<file path="config.mk">
export PLATFORM = sky130hd
export DESIGN_NAME = draw_sequencer
export DESIGN_NICKNAME = d
export VERILOG_FILES = /design/src/rtl/draw_sequencer.sv
export SDC_FILE = /design/constraint.sdc
export NUM_CORES = 1
export LEC_CHECK = 0
export ABC_AREA = 1
export ABC_CLOCK_PERIOD_IN_PS = 4500
export CORE_ASPECT_RATIO = 0.5
export CORE_MARGIN = 2
export CORE_UTILIZATION = 41
export CTS_BUF_LIST = sky130_fd_sc_hd__clkbuf_4
export DETAILED_ROUTE_END_ITERATION = 8
export GPL_ROUTABILITY_DRIVEN = 0
export PLACE_DENSITY = 0.77
export SLEW_MARGIN = 20
export SYNTH_ARGS = -nofsm -noshare
export SYNTH_HDL_FRONTEND = slang
export SYNTH_SLANG_ARGS = --single-unit
</file>
<file path="constraint.sdc">
create_clock -name clk -period 4.5 [get_ports clk]
set_clock_uncertainty 0.2 [all_clocks]
set_input_delay 0.9 -clock clk [delete_from_list [all_inputs] [get_ports clk]]
set_output_delay 0.9 -clock clk [all_outputs]
set_load 0.02 [all_outputs]
</file>
<file path="src/rtl/draw_sequencer.sv">
// -----------------------------------------------------------------------------
// draw_sequencer
//
// Top-level drawing controller. On a start request it latches the triangle
// parameters, clears the whole frame to BG_COLOUR (column-major scan), then
// holds rl_start high to the reuleaux drawer and forwards its pixel stream to
// the VGA adapter until rl_done. Completion is reported with a level
// start/done handshake: done stays high until the requester drops start.
//
// Ports
//   clk, rst_n                 system clock, async active-low reset
//   start                      level request, held until done is seen
//   colour/centre_x/centre_y/diameter   triangle parameters, latched on accept
//   done                       high while in DONE
//   rl_start, rl_colour, rl_centre_x, rl_centre_y, rl_diameter
//                              request and latched parameters to reuleaux
//   rl_done                    completion from reuleaux
//   rl_vga_x/y/colour/plot     reuleaux pixel stream
//   vga_x/y/colour/plot        muxed pixel stream to the VGA adapter
//
// state   | meaning
// --------+-------------------------------------------------------------
// S_IDLE  | waiting for start; nothing plotted
// S_CLEAR | plotting BG_COLOUR at (cx,cy), one pixel per cycle
// S_DRAW  | rl_start high; rl_vga_* forwarded to the VGA port
// S_DONE  | done high; waiting for start to drop
// -----------------------------------------------------------------------------
module draw_sequencer #(
   parameter int         SCREEN_W  = 160,
   parameter int         SCREEN_H  = 120,
   parameter logic [2:0] BG_COLOUR = 3'b000
) (
   input  logic       clk,
   input  logic       rst_n,
   input  logic       start,
   input  logic [2:0] colour,
   input  logic [7:0] centre_x,
   input  logic [6:0] centre_y,
   input  logic [7:0] diameter,
   output logic       done,
   output logic       rl_start,
   output logic [2:0] rl_colour,
   output logic [7:0] rl_centre_x,
   output logic [6:0] rl_centre_y,
   output logic [7:0] rl_diameter,
   input  logic       rl_done,
   input  logic [7:0] rl_vga_x,
   input  logic [6:0] rl_vga_y,
   input  logic [2:0] rl_vga_colour,
   input  logic       rl_vga_plot,
   output logic [7:0] vga_x,
   output logic [6:0] vga_y,
   output logic [2:0] vga_colour,
   output logic       vga_plot
);

   localparam logic [7:0] CX_LAST = 8'(SCREEN_W - 1);
   localparam logic [6:0] CY_LAST = 7'(SCREEN_H - 1);

   typedef enum logic [1:0] {
      S_IDLE  = 2'd0,
      S_CLEAR = 2'd1,
      S_DRAW  = 2'd2,
      S_DONE  = 2'd3
   } state_t;

   state_t     state_q, state_d;
   logic [7:0] cx_q, cx_d;
   logic [6:0] cy_q, cy_d;
   logic [2:0] colour_q, colour_d;
   logic [7:0] centre_x_q, centre_x_d;
   logic [6:0] centre_y_q, centre_y_d;
   logic [7:0] diameter_q, diameter_d;

   // State and datapath registers
   always_ff @(posedge clk or negedge rst_n) begin
      if (!rst_n) begin
         state_q    <= S_IDLE;
         cx_q       <= '0;
         cy_q       <= '0;
         colour_q   <= '0;
         centre_x_q <= '0;
         centre_y_q <= '0;
         diameter_q <= '0;
      end else begin
         state_q    <= state_d;
         cx_q       <= cx_d;
         cy_q       <= cy_d;
         colour_q   <= colour_d;
         centre_x_q <= centre_x_d;
         centre_y_q <= centre_y_d;
         diameter_q <= diameter_d;
      end
   end

   // Next-state and datapath update
   always_comb begin
      state_d    = state_q;
      cx_d       = cx_q;
      cy_d       = cy_q;
      colour_d   = colour_q;
      centre_x_d = centre_x_q;
      centre_y_d = centre_y_q;
      diameter_d = diameter_q;
      case (state_q)
         S_IDLE: begin
            if (start) begin
               colour_d   = colour;
               centre_x_d = centre_x;
               centre_y_d = centre_y;
               diameter_d = diameter;
               cx_d       = '0;
               cy_d       = '0;
               state_d    = S_CLEAR;
            end
         end
         S_CLEAR: begin
            // Column-major: y runs fastest, x steps on y wrap.
            if (cy_q == CY_LAST) begin
               cy_d = '0;
               if (cx_q == CX_LAST) begin
                  cx_d    = '0;
                  state_d = S_DRAW;
               end else begin
                  cx_d = cx_q + 8'd1;
               end
            end else begin
               cy_d = cy_q + 7'd1;
            end
         end
         S_DRAW: begin
            if (rl_done) state_d = S_DONE;
         end
         S_DONE: begin
            if (!start) state_d = S_IDLE;
         end
         default: state_d = S_IDLE;
      endcase
   end

   // Outputs
   always_comb begin
      done       = 1'b0;
      rl_start   = 1'b0;
      vga_x      = '0;
      vga_y      = '0;
      vga_colour = '0;
      vga_plot   = 1'b0;
      case (state_q)
         S_CLEAR: begin
            vga_x      = cx_q;
            vga_y      = cy_q;
            vga_colour = BG_COLOUR;
            vga_plot   = 1'b1;
         end
         S_DRAW: begin
            rl_start   = 1'b1;
            vga_x      = rl_vga_x;
            vga_y      = rl_vga_y;
            vga_colour = rl_vga_colour;
            vga_plot   = rl_vga_plot;
         end
         S_DONE: done = 1'b1;
         default: ;
      endcase
   end

   assign rl_colour   = colour_q;
   assign rl_centre_x = centre_x_q;
   assign rl_centre_y = centre_y_q;
   assign rl_diameter = diameter_q;

endmodule

</file>
==> flow_metrics.py, run 1 <==
metrics = {
    "worst_hold_path": {
        "hp-class": "reg -> reg",
        "worstHoldStart": "rl_centre_x[1]",
        "holdPathStages": 1,
    },
    "finish": {
        "drive_gt1_share_pct": 12.15,
        "fillers": 501,
        "syn_to_final_growth_pct": 44.09,
        "insertedDiodeCount": 0,
        "layout.nets": 416,
    },
    "setup_path": {
        "cp.arrival_ns": 2.61,
        "cp_num_buf_inv": 3,
        "r2r_setup_slack_ns": 1.97,
        "reg2reg_from": "state_q[1]",
        "cp_common_cell": "inv_1",
        "path_cells": "inv_1 > ha_1 > inv_1 > a21oi_1 > clkdlybuf4s50_1",
        "startpoint": "state_q[1]",
        "required_ns": 3.40,
        "cp_slowest_cell": "ha_1",
        "reg2reg_depth": 9,
        "path_depth": 5,
        "crit_path_start_kind": "register",
        "critPathMaxFanout": 25,
        "worstSetupPathType": "reg -> out",
        "cpPeakStageDelay_ns": 0.71,
        "critical-path-top-delay-family": "buffers and inverters",
        "critPathCaptureType": "primary output",
    },
    "clock_network": {
        "cts_tree": "built",
        "cts_hold_buffers": 0,
        "post-cts-setup-buffers": 0,
        "cts_made_buffers": 5,
        "clock_latency_ns": 0.35,
        "ctsRootBufferMaster": "clkbuf_4",
        "clkSinkCount": 43,
        "cts_resized": 0,
        "cts_htree_levels": 2,
        "clk_path_buf_depth": 2,
        "path_clk_slew_ns": 0.12,
    },
    "synth": {
        "ys_seq_elements": 43,
        "syn_inst": 268,
        "syn_nets": 323,
        "ys_warn_count": 0,
        "avgSynthCellArea_um2": 8.768,
        "synth_top_area_share_pct": 45.79,
        "yosysSeqAreaShare_pct": 45.79,
        "ys_top_cells_by_area": "dfrtp_1 (46%), nand2_1 (13%), mux2_2 (9.6%)",
        "syn_area_um2": 2350,
        "synthDistinctLibCells": 27,
        "yosysTopAreaCell": "dfrtp_1",
    },
    "power_and_ir_drop": {
        "switching_share_pct": 43.60,
        "p_comb_share_pct": 60.5,
        "fin_total_pwr_mw": 2.040,
        "internal_power_mw": 1.150,
        "cellPowerDensity_nw_per_um2": 602.5,
        "power_frac_clock_pct": 9.3,
        "p_sw_mw": 0.8895,
        "p_leak_nw": 1.491,
        "p_seq_share_pct": 30.1,
        "vdd.ir_drop.worst_mv": 0.3175,
    },
    "detailed_routing": {
        "routedWlPerCell_um": 13.18,
        "drc": 0,
        "ant_nets": 0,
        "drtIter0Drc": 54,
        "routed_wirelength_um": 5735,
        "viasPerCell": 4.920,
        "vias": 2140,
        "first_pass_iters": 4,
    },
    "floorplanning": {
        "design.portCount": 96,
        "die_w_um": 111.1,
        "dieArea_um2": 6389,
        "start_util_pct": 42.60,
        "num_rows": 19,
        "core_um2": 5515,
        "die_h_um": 57.53,
    },
    "timing": {
        "tns_ns": 0,
        "period_share_pct": 82.40,
        "timing.fmax_ghz": 0.2697,
        "slew_headroom_pct": 36.48,
        "setup_ws_ns": 0.7921,
        "tightestPinTransition_ns": 0.9529,
        "setup_viol_count_final": 0,
        "report.final.slew_viol_count": 0,
        "finalHoldViolCount": 0,
        "rsz0062_at_grt": "no",
        "post-route-min-period_ns": 3.708,
    },
    "global_route": {
        "grt_first_pass_wirelength_um": 9998,
        "antenna_found_initial": 0,
        "grt_max_degree": 44,
        "grt_pass1_vias": 2153,
        "grt_use_total_pct": 19.37,
        "met1_usage_pct": 23.62,
        "grt.busiest_layer": "met2",
        "grtUsageMet3_pct": 4.570,
        "gr-total-overflow": 0,
        "met2_usage_pct": 34.09,
    },
    "place": {
        "place_ws_ns": 1.188,
        "dp_hpwl_um": 4270,
        "io_buffers": 95,
    },
    "run_status": {
        "status": "complete, no violations",
    },
    "job": {
        "maxCapViolations": 0,
    },
}
cell usage after synthesis, drive strengths merged:
cell type,instances
dfrtp,43
nand3b,1
o21ai,8
clkbuf,3
nand2,86
nor3,1
ha,6
or2,2
nor2,16
a21oi,20
mux2,26
nand4,6
xor2,2
xnor2,2
nand3,13
buf,7
inv,26
layer usage:
metal	vias to the layer above	wire, um	part of all wire, %
met3	2	358	6.2
met1	1011	2453	43
met5	-	0	0
met2	78	2909	51
met4	0	14	0.24
li1	1049	-	-
final timing paths:
path,end
worst max-delay path,vga_plot
worst min-delay path,rl_centre_x[1]
worst max register to register,cy_q[3]
worst min register to register,rl_centre_x[1]
max in group asynchronous,cy_q[0]
min in group asynchronous,rl_colour[2]
state kept, by name, summed over array words and instances (netlist names):
signal       cells
cx_q             8
rl_centre_x      8
rl_diameter      8
cy_q             7
rl_centre_y      7
rl_colour        3
state_q          2
area by class of cell:
type	instances	area (um^2)	area share (%)
Clock buffer	6	45.04	1.330
Clock inverter	2	12.51	0.3695
Sequential cell	43	1076	31.78
Multi-Input combinational cell	189	1110	32.78
Tap cell	73	91.34	2.698
Timing Repair Buffer	96	953.4	28.16
Inverter	26	97.59	2.882
power by group through the flow:
stage | registers [mW] | clock network [mW] | logic, mW
final | 0.614 | 0.190 | 1.24
after global routing | 0.637 | 0.219 | 1.34
after CTS | 0.616 | 0.203 | 1.25
after detailed placement | 0.625 | 0 | 1.24
after global placement | 0.613 | 0 | 1.21
after floorplan | 0.764 | 0 | 0.614
through the flow:
step           cell area [um^2]  hold WS [ns]  instances  util [%]
6_report                   3386        0.3020        435     61.39
5_1_grt                    3386        0.3193        435     61.39
4_1_cts                    3386        0.3087        435     61.39
3_5_place_dp               3328        0.2813        427     60.34
3_3_place_gp               3328        0.2749        427     60.34
2_1_floorplan              2350        0.2708        268         -
cells in the final DEF (no fill, tap or decap), types with 6 or more instances in the layout:
cell / n
nand3_1: 13
ha_1: 6
inv_1: 26
mux2_1: 6
clkdlybuf4s50_1: 94
a21oi_1: 20
nor2_1: 13
nand2_1: 82
clkbuf_4: 6
nand4_1: 6
dfrtp_1: 43
mux2_2: 20
cell families after synthesis:
family | count (synthesis) | synth area share (%)
and+or+nand+nor | 125 | 23.32
muxes | 26 | 12.46
DFF | 43 | 45.79
buffers and inverters | 36 | 6.975
xor gates and xnor gates | 4 | 1.491
AOI/OAI and AO/OA | 28 | 6.762
adders and majority gates | 6 | 3.195
Note: power is estimated with default switching activity, not from simulation.
==> inputs of run 2 (changes only) <==
--- a/config.mk
+++ b/config.mk
@@ -6,14 +6,14 @@
 export NUM_CORES = 1
 export LEC_CHECK = 0
 export ABC_AREA = 1
-export ABC_CLOCK_PERIOD_IN_PS = 4500
+export ABC_CLOCK_PERIOD_IN_PS = 3060
 export CORE_ASPECT_RATIO = 0.5
 export CORE_MARGIN = 2
-export CORE_UTILIZATION = 41
+export CORE_UTILIZATION = 40
 export CTS_BUF_LIST = sky130_fd_sc_hd__clkbuf_4
 export DETAILED_ROUTE_END_ITERATION = 8
 export GPL_ROUTABILITY_DRIVEN = 0
-export PLACE_DENSITY = 0.77
+export PLACE_DENSITY = 0.78
 export SLEW_MARGIN = 20
 export SYNTH_ARGS = -nofsm -noshare
 export SYNTH_HDL_FRONTEND = slang
==> constraint.sdc (replaced) <==
create_clock -name clk -period 3.06 [get_ports clk]
set_clock_uncertainty 0.2 [all_clocks]
set_input_delay 0.612 -clock clk [delete_from_list [all_inputs] [get_ports clk]]
set_output_delay 0.612 -clock clk [all_outputs]
set_load 0.02 [all_outputs]
==> run 2 against run 1 <==
  * Wire length rose by 7.2%
  * Die area rose by 2.4%
  * Clock-buffer cell count did not move
  * Register-to-register slack got worse by 1.2 ns
  * Via count rose by 0.65%
  * Sequential share of layout area fell by 0.88 points
  * First-iteration DRC count rose by 37%
  * Worst setup slack got worse by 0.54 ns
  * Flip-flop and latch count did not move
  * Hold slack got worse by 0.10 ns
  * Non-clock buffer count rose by 3
  * Largest power group unchanged
==> flow_metrics.py, run 2 (same netlist as run 1, synthesis figures left out) <==
metrics = {
    "timing": {
        "post-route-min-period_ns": 2.810,
        "report.final.slew_viol_count": 0,
        "period_share_pct": 91.83,
        "finalHoldViolCount": 0,
        "tightestPinTransition_ns": 0.9431,
        "tns_ns": 0,
        "slew_headroom_pct": 37.12,
        "timing.fmax_ghz": 0.3559,
        "rsz0062_at_grt": "no",
        "setup_viol_count_final": 0,
        "whs_ns": 0.1985,
    },
    "setup_path": {
        "critPathMaxFanout": 8,
        "r2r-end": "cx_q[5]",
        "worstSetupPathType": "reg -> out",
        "r2r_setup_slack_ns": 0.81,
        "critPathCaptureType": "primary output",
        "required_ns": 2.25,
        "crit_path_start_kind": "register",
        "cp.arrival_ns": 2.00,
        "reg2reg_from": "state_q[0]",
        "reg2reg_depth": 9,
    },
    "power_and_ir_drop": {
        "internal_power_mw": 1.817,
        "p_comb_share_pct": 59.9,
        "cellPowerDensity_nw_per_um2": 910.7,
        "p_seq_share_pct": 28.8,
        "p_leak_nw": 1.781,
        "p_sw_mw": 1.354,
        "switching_share_pct": 42.69,
        "vdd.ir_drop.worst_mv": 0.4382,
        "power_frac_clock_pct": 11.3,
    },
    "detailed_routing": {
        "wl_met2_um": 3222,
        "routed_wirelength_um": 6148,
        "wl_met1_um": 2604,
        "drc": 0,
        "top_layer": "met4",
        "drtIter0Drc": 74,
        "dr_wl_met3_um": 227,
        "routedWlPerCell_um": 14.07,
        "ant_nets": 0,
        "first_pass_iters": 4,
        "viasPerCell": 4.929,
        "vias": 2154,
    },
    "global_route": {
        "grt_pass1_vias": 2120,
        "gr-total-overflow": 0,
        "antenna_found_initial": 0,
        "grt_first_pass_wirelength_um": 9653,
        "grt_use_total_pct": 18.59,
        "grt_max_degree": 44,
    },
    "finish": {
        "drive_gt1_share_pct": 13.19,
        "insertedDiodeCount": 0,
        "syn_to_final_growth_pct": 48.19,
        "layout_common_cells": "nand2_1 (82), clkdlybuf4s50_1 (78), dfrtp_1 (43), inv_1 (25)",
        "layout.nets": 419,
        "utilization_pct": 62.60,
        "layout_commonest_cell": "nand2_1",
    },
    "worst_hold_path": {
        "hp-class": "in -> async",
    },
    "floorplanning": {
        "num_rows": 19,
        "core_um2": 5563,
        "dieArea_um2": 6541,
        "design.portCount": 96,
        "die_h_um": 58.20,
        "start_util_pct": 42.24,
        "die_w_um": 112.4,
    },
    "run_status": {
        "status": "complete, no violations",
    },
    "clock_network": {
        "clock_latency_ns": 0.35,
        "cts_htree_levels": 2,
        "path_clk_slew_ns": 0.13,
        "clkSinkCount": 43,
        "ctsRootBufferMaster": "clkbuf_4",
        "cts_made_buffers": 5,
        "clk_path_buf_depth": 2,
        "cts_tree": "built",
    },
    "job": {
        "maxCapViolations": 0,
    },
    "place": {
        "io_buffers": 95,
        "dp_hpwl_um": 4589,
    },
}
[run 2: cell count changes in the layout (fill, tap and decap cells not counted)]
cell             change
bufinv_16            +1
ha_1                 -1
buf_4                +2
clkdlybuf4s50_1     -16
ha_4                 +1
dlygate4sd2_1        +1
buf_6                +1
clkinv_2             -1
inv_1                -1
dlymetal6s2s_1      +15
[run 2: timing repair]
action | 4_1_cts | 5_1_grt
hold buffers | 0 | 0
endpoints found under the setup margin | 20 | 15
gates resized for setup | 3 | 17
buffers inserted | 0 | 3
[run 2: metal layers]
metal / vias to the layer above / GRT usage (%)
li1: 1048 / -
met1: 1047 / 22.18
met2: 48 / 33.82
met3: 11 / 4.184
met4: 0 / 6.620
met5: - / 0
[run 2: worst max path at each step]
stage | startpoint | to | cells past startpoint
finish | state_q[0] | vga_plot | 6
global placement | state_q[0] | vga_x[1] | 5
global route | state_q[0] | vga_plot | 6
floorplan | state_q[0] | vga_x[1] | 6
detailed placement | state_q[0] | vga_y[2] | 5
CTS | state_q[0] | vga_y[2] | 5
[run 2: power groups by stage]
| stage | Clock [mW] | Combinational, mW | Sequential (mW) |
|---|---|---|---|
| after floorplan | 0 | 0.903 | 1.12 |
| after global placement | 0 | 1.78 | 0.905 |
| after detailed placement | 0 | 1.83 | 0.924 |
| after CTS | 0.370 | 1.84 | 0.911 |
| after global routing | 0.399 | 2.04 | 0.940 |
| final | 0.360 | 1.90 | 0.912 |
[run 2: through the flow]
step | setup slack [ns] | area (um^2) | power [mW] | cells
floorplan | 0.5468 | 2350 | 2.027 | 268
detailed placement | 0.1969 | 3328 | 2.757 | 427
finish | 0.2499 | 3482 | 3.171 | 437
global route | 0.09951 | 3482 | 3.383 | 437
global placement | 0.3189 | 3328 | 2.686 | 427
CTS | 0.004122 | 3408 | 3.125 | 434
[run 2: cell type report]
cell class | count | area (um^2)
fillers | 474 | 2081
multi-input cells | 189 | 1122
flip-flops and latches | 43 | 1076
repair buffers | 99 | 1016
inverters | 26 | 101.3
well taps | 73 | 91.34
clock buffers | 6 | 45.04
clock inverters | 1 | 30.03
[run 2: worst max-delay path, stage by stage (launching register included)]
cell,delay [ns]
dfrtp_1,0.44
inv_1,0.11
ha_1,0.35
clkinvlp_4,0.12
buf_4,0.17
a21oi_1,0.11
dlygate4sd2_1,0.35
